File: src/rtl/planning_move_arbiter.sv
// planning_move_arbiter: round-robin move arbiter for one robot (agent 0) and
// N_OBS obstacles (agents 1..N_OBS) on a GRID x GRID board, with a sticky
// collision flag.
// Optional build macro: PLANNING_COLLISION_BLOCK_EN. When it is defined, a move
// into a cell held by another agent is skipped during arbitration.
//
//   state      | meaning
//   -----------+-----------------------------------------------------------
//   IDLE_FIRST | first cycle after reset, no grants
//   RUN        | arbitrate one move per edge, watch for collisions
//   HALT       | collision seen; positions frozen, no grants until reset
module planning_move_arbiter #(
    parameter int N_OBS = 2,
    parameter int GRID  = 9,
    parameter int W     = 4
) (
    input  logic                   clk,
    input  logic                   rst,
    input  logic [N_OBS:0]         req,
    input  logic [2*(N_OBS+1)-1:0] dir,
    output logic [N_OBS:0]         grant,
    output logic [W*(N_OBS+1)-1:0] pos_x,
    output logic [W*(N_OBS+1)-1:0] pos_y,
    output logic                   error
);
    localparam int NA = N_OBS + 1;
    localparam int PW = $clog2(NA);
    localparam logic [W-1:0] MAXC = W'(GRID - 1);

    typedef enum logic [1:0] {IDLE_FIRST, RUN, HALT} state_t;

    state_t        state;
    logic [PW-1:0] ptr;
    logic [W-1:0]  px [NA];
    logic [W-1:0]  py [NA];
    logic [W-1:0]  tx [NA];
    logic [W-1:0]  ty [NA];
    logic [NA-1:0] elig;
    logic          collide;
    logic          found;
    logic [PW-1:0] win;
    logic [PW-1:0] ptr_nxt;

    // Target cell per agent; a move off the board leaves the agent in place.
    always_comb begin
        for (int i = 0; i < NA; i++) begin
            tx[i] = px[i];
            ty[i] = py[i];
            case (dir[2*i +: 2])
                2'b00:   if (py[i] != MAXC) ty[i] = py[i] + 1'b1;
                2'b01:   if (py[i] != '0)   ty[i] = py[i] - 1'b1;
                2'b10:   if (px[i] != '0)   tx[i] = px[i] - 1'b1;
                default: if (px[i] != MAXC) tx[i] = px[i] + 1'b1;
            endcase
        end
    end

    // Requesters eligible for a grant this edge.
    always_comb begin
        for (int i = 0; i < NA; i++) begin
            elig[i] = req[i];
`ifdef PLANNING_COLLISION_BLOCK_EN
            for (int j = 0; j < NA; j++) begin
                if (j != i && tx[i] == px[j] && ty[i] == py[j]) elig[i] = 1'b0;
            end
`endif
        end
    end

    // Any two agents sharing a cell.
    always_comb begin
        collide = 1'b0;
        for (int i = 0; i < NA; i++) begin
            for (int j = i + 1; j < NA; j++) begin
                if (px[i] == px[j] && py[i] == py[j]) collide = 1'b1;
            end
        end
    end

    // Round-robin pick: first eligible at or above ptr, else first from 0.
    always_comb begin
        found = 1'b0;
        win   = '0;
        for (int i = 0; i < NA; i++) begin
            if (!found && elig[i] && (i >= int'(ptr))) begin
                found = 1'b1;
                win   = PW'(i);
            end
        end
        for (int i = 0; i < NA; i++) begin
            if (!found && elig[i]) begin
                found = 1'b1;
                win   = PW'(i);
            end
        end
        ptr_nxt = (win == PW'(NA - 1)) ? '0 : win + 1'b1;
    end

    // Controller FSM, grant register, position registers and sticky error.
    always_ff @(posedge clk or posedge rst) begin
        if (rst) begin
            state <= IDLE_FIRST;
            ptr   <= '0;
            grant <= '0;
            error <= 1'b0;
            for (int i = 0; i < NA; i++) begin
                px[i] <= (i == 0) ? '0 : W'(2);
                py[i] <= (i == 0) ? '0 : W'(i - 1);
            end
        end else begin
            case (state)
                IDLE_FIRST: begin
                    grant <= '0;
                    state <= RUN;
                end
                RUN: begin
                    if (collide) begin
                        error <= 1'b1;
                        grant <= '0;
                        state <= HALT;
                    end else if (found) begin
                        grant   <= {{(NA-1){1'b0}}, 1'b1} << win;
                        px[win] <= tx[win];
                        py[win] <= ty[win];
                        ptr     <= ptr_nxt;
                    end else begin
                        grant <= '0;
                    end
                end
                default: grant <= '0;
            endcase
        end
    end

    // Flatten the position arrays onto the output buses.
    always_comb begin
        pos_x = '0;
        pos_y = '0;
        for (int i = 0; i < NA; i++) begin
            pos_x[W*i +: W] = px[i];
            pos_y[W*i +: W] = py[i];
        end
    end

endmodule
File: config.mk
export PLATFORM = sky130hd
export DESIGN_NAME = planning_move_arbiter
export DESIGN_NICKNAME = d
export VERILOG_FILES = /design/src/rtl/planning_move_arbiter.sv
export SDC_FILE = /design/constraint.sdc
export NUM_CORES = 1
export LEC_CHECK = 0
export ABC_AREA = 1
export CORE_ASPECT_RATIO = 0.8
export CORE_MARGIN = 3
export CORE_UTILIZATION = 62
export CTS_CLUSTER_SIZE = 24
export DETAILED_ROUTE_END_ITERATION = 8
export HOLD_SLACK_MARGIN = 0.08
export PLACE_DENSITY = 0.95
export SKIP_LAST_GASP = 1
export SLEW_MARGIN = 20
export SYNTH_ARGS = -nofsm -noshare
export SYNTH_HDL_FRONTEND = slang
export SYNTH_SLANG_ARGS = --single-unit
File: constraint.sdc
create_clock -name clk -period 3.7 [get_ports clk]
set_input_delay 0.37 -clock clk [delete_from_list [all_inputs] [get_ports clk]]
set_output_delay 0.37 -clock clk [all_outputs]
set_load 0.1 [all_outputs]
==> impl_metrics.json <==
{
  "cp_max_fo": 11,
  "leakagePower_nw": 2.01,
  "slowest_delay_ns": 1.18,
  "seqPwrFrac_pct": 47.8,
  "cts_hold_buf": 0,
  "drc": 0,
  "coreArea_um2": 5060,
  "yosysSeqAreaShare_pct": 24.5,
  "grt_first_pass_wirelength_um": 15000,
  "layout_commonest_cell": "nand2_1",
  "rsz0062_at_grt": "no",
  "antennaDiodeCount": 0,
  "path_buf_inv": 1,
  "num-fill-cells": 418,
  "clock_sinks": 32,
  "insertion_delay_ns": 0.29,
  "wl_per_cell_um": 14.4,
  "skew_ns": 0.00669,
  "clk_pin_slew_ns": 0.07,
  "hp-class": "input port to asynchronous set/reset pin",
  "p_sw_share_pct": 25.6,
  "powerDensity_nw_per_um2": 198,
  "start_util_pct": 64.9,
  "cts_setup_buffers": 0,
  "die_h_um": 71.2,
  "htree_levels": 2,
  "cts_tree": "built",
  "ys_warn_count": 0,
  "finalWorstPathRequiredPeriod_ns": 2.50,
  "p_clk_share_pct": 41.7,
  "ir_drop_mv": 0.169,
  "cts_inserted_buffers": 5,
  "ios": 39,
  "end_kind": "output port",
  "overflow": 0,
  "wirelength_um": 8990,
  "p_switching_w": 0.000188,
  "syn_nets": 567,
  "drt_pre_antenna_iters": 5,
  "crit_arrival_ns": 2.13,
  "gp_congestion": 0.930,
  "antenna_found_initial": 0,
  "status": "finished clean",
  "num-nets-final": 585,
  "rows": 23,
  "fin_setup_tns_ns": 0,
  "p_int_w": 0.000545,
  "final_cell_mix": "231 x nand2_1, 57 x nand3_1, 55 x inv_1",
  "required_ns": 3.33,
  "first_global_vias": 3244,
  "netlist_area_um2": 3290,
  "slew-limit-headroom_pct": 34.3,
  "setup_viol": 0,
  "instances_no_fill": 625,
  "layout-drive-gt1-share_pct": 6.93,
  "num_vias": 3639,
  "fin_crit_sh_pct": 67.4,
  "avgViaCountPerCell": 5.82,
  "gr-usage-all-layers_pct": 30.1,
  "ys_seq_elements": 32,
  "worst-slew-pin-transition_ns": 0.983,
  "cts-root-buf": "clkbuf_8",
  "ys_types": 36,
  "place_inst": 617,
  "combinationalPowerShare_pct": 10.6,
  "final_util_pct": 73.1,
  "fmax_ghz": 0.401,
  "fp.dieW_um": 87.4,
  "path_delay_family": "buffers and inverters",
  "hold_viol": 0,
  "syn_area_per_cell_um2": 6.05,
  "io_buffers": 38,
  "crit_type": "flop to output port",
  "die-area_um2": 6220,
  "clk_path_buf_depth": 2,
  "crit_slowest_cell": "clkdlybuf4s50_1",
  "grt_max_degree": 33,
  "slew_viol_final": 0,
  "hpwl_um": 6660,
  "antenna_left": 0,
  "synth_cells": 544,
  "cts_resized": 0,
  "area_growth_pct": 12.5,
  "drv_cap": 0,
  "startpoint_type": "flop",
  "crit_chain": "clkdlybuf4s50_1",
  "drtIter0Drc": 371
}
-- registers in the layout (all words and copies together), names as in the netlist --
| name | count |
|---|---|
| grant | 3 |
| ptr | 2 |
| error | 1 |
| state | 2 |
| pos_x | 12 |
| pos_y | 12 |
-- worst register-to-register path: stages, from the launching register on --
cell and delay, ns:
dfrtp_1 0.58, inv_1 0.20, nand2_1 0.11, nand2_1 0.05
nand2_1 0.06, nor2_1 0.05, nand2_1 0.07, nand3_1 0.16
nor2_4 0.32, nand2_2 0.23, nand2_1 0.13, nand2_1 0.07
-- metrics by stage --
stage / hold slack, ns / setup slack (ns) / cell area [µm²] / total power (W)
floorplan: 0.434 / 1.30 / 3290 / 0.000408
global placement: 0.447 / 1.22 / 3600 / 0.000430
detailed placement: 0.461 / 1.16 / 3600 / 0.000432
CTS: 0.476 / 1.21 / 3700 / 0.000727
global route: 0.483 / 1.15 / 3700 / 0.000754
finish: 0.467 / 1.20 / 3700 / 0.000733
-- layout make-up --
cell class | instances | area (µm²) | area share [%]
Clock buffer | 8 | 100 | 2.70
Timing Repair Buffer | 39 | 388 | 10.5
Multi-Input combinational cell | 421 | 2090 | 56.6
Sequential cell | 32 | 805 | 21.7
Tap cell | 62 | 77.6 | 2.10
Inverter | 63 | 236 | 6.39
-- cell usage after synthesis (all sizes together) --
cell / number / area (µm²)
o211ai: 1 / 7.51
dfrtp: 29 / 726
buf: 27 / 149
a21boi: 1 / 7.51
dfstp: 3 / 78.8
o22ai: 1 / 6.26
nor2: 36 / 174
nor3: 1 / 5.00
xor2: 8 / 70.1
xnor2: 14 / 123
nand3: 60 / 315
a21oi: 9 / 48.8
inv: 63 / 236
nand4: 13 / 81.3
nand3b: 2 / 15.0
mux2: 1 / 11.3
a22oi: 2 / 15.0
o221ai: 1 / 8.76
o21ai: 15 / 75.1
ha: 12 / 150
or2: 3 / 18.8
o21bai: 1 / 7.51
clkbuf: 1 / 5.00
o31ai: 2 / 28.8
nand2: 238 / 926
-- power by group through the flow --
stage	registers (W)	clock network, W	logic, W
after detailed placement	0.000356	0	0.0000757
after global placement	0.000356	0	0.0000741
final	0.000350	0.000305	0.0000776
after CTS	0.000350	0.000300	0.0000768
after floorplan	0.000356	0	0.0000514
after global routing	0.000350	0.000319	0.0000857
-- kinds of logic after synthesis --
group | count (synthesis) | synth area share [%]
simple gates | 353 | 46.7
buf+inv | 91 | 11.9
compound gates | 33 | 6.24
flops | 32 | 24.5
xor+xnor | 22 | 5.86
fa+ha+maj | 12 | 4.56
mux | 1 | 0.342
-- per-layer routing --
layer	part of all wire [%]	up-vias	track usage, %	wire length, µm
met5	0	-	0	0
met4	1.7	0	9.54	157
met3	11	28	5.01	1020
met2	46	243	45.9	4110
met1	41	1628	43.6	3700
li1	-	1740	-	-
-- path summary, 6_finish.rpt --
kind	from	to	slack [ns]	depth (start not counted)
setup / recovery	pos_x[9]	pos_x[9]	1.20	1
hold / removal	rst	error	0.47	3
setup reg to reg	pos_x[0]	pos_x[4]	1.56	11
hold reg to reg	state[1]	state[0]	0.47	1
max in group asynchronous	rst	pos_x[5]	2.90	3
min in group clk	state[1]	state[0]	0.47	1
No activity file was read; power rests on OpenSTA's default activity.
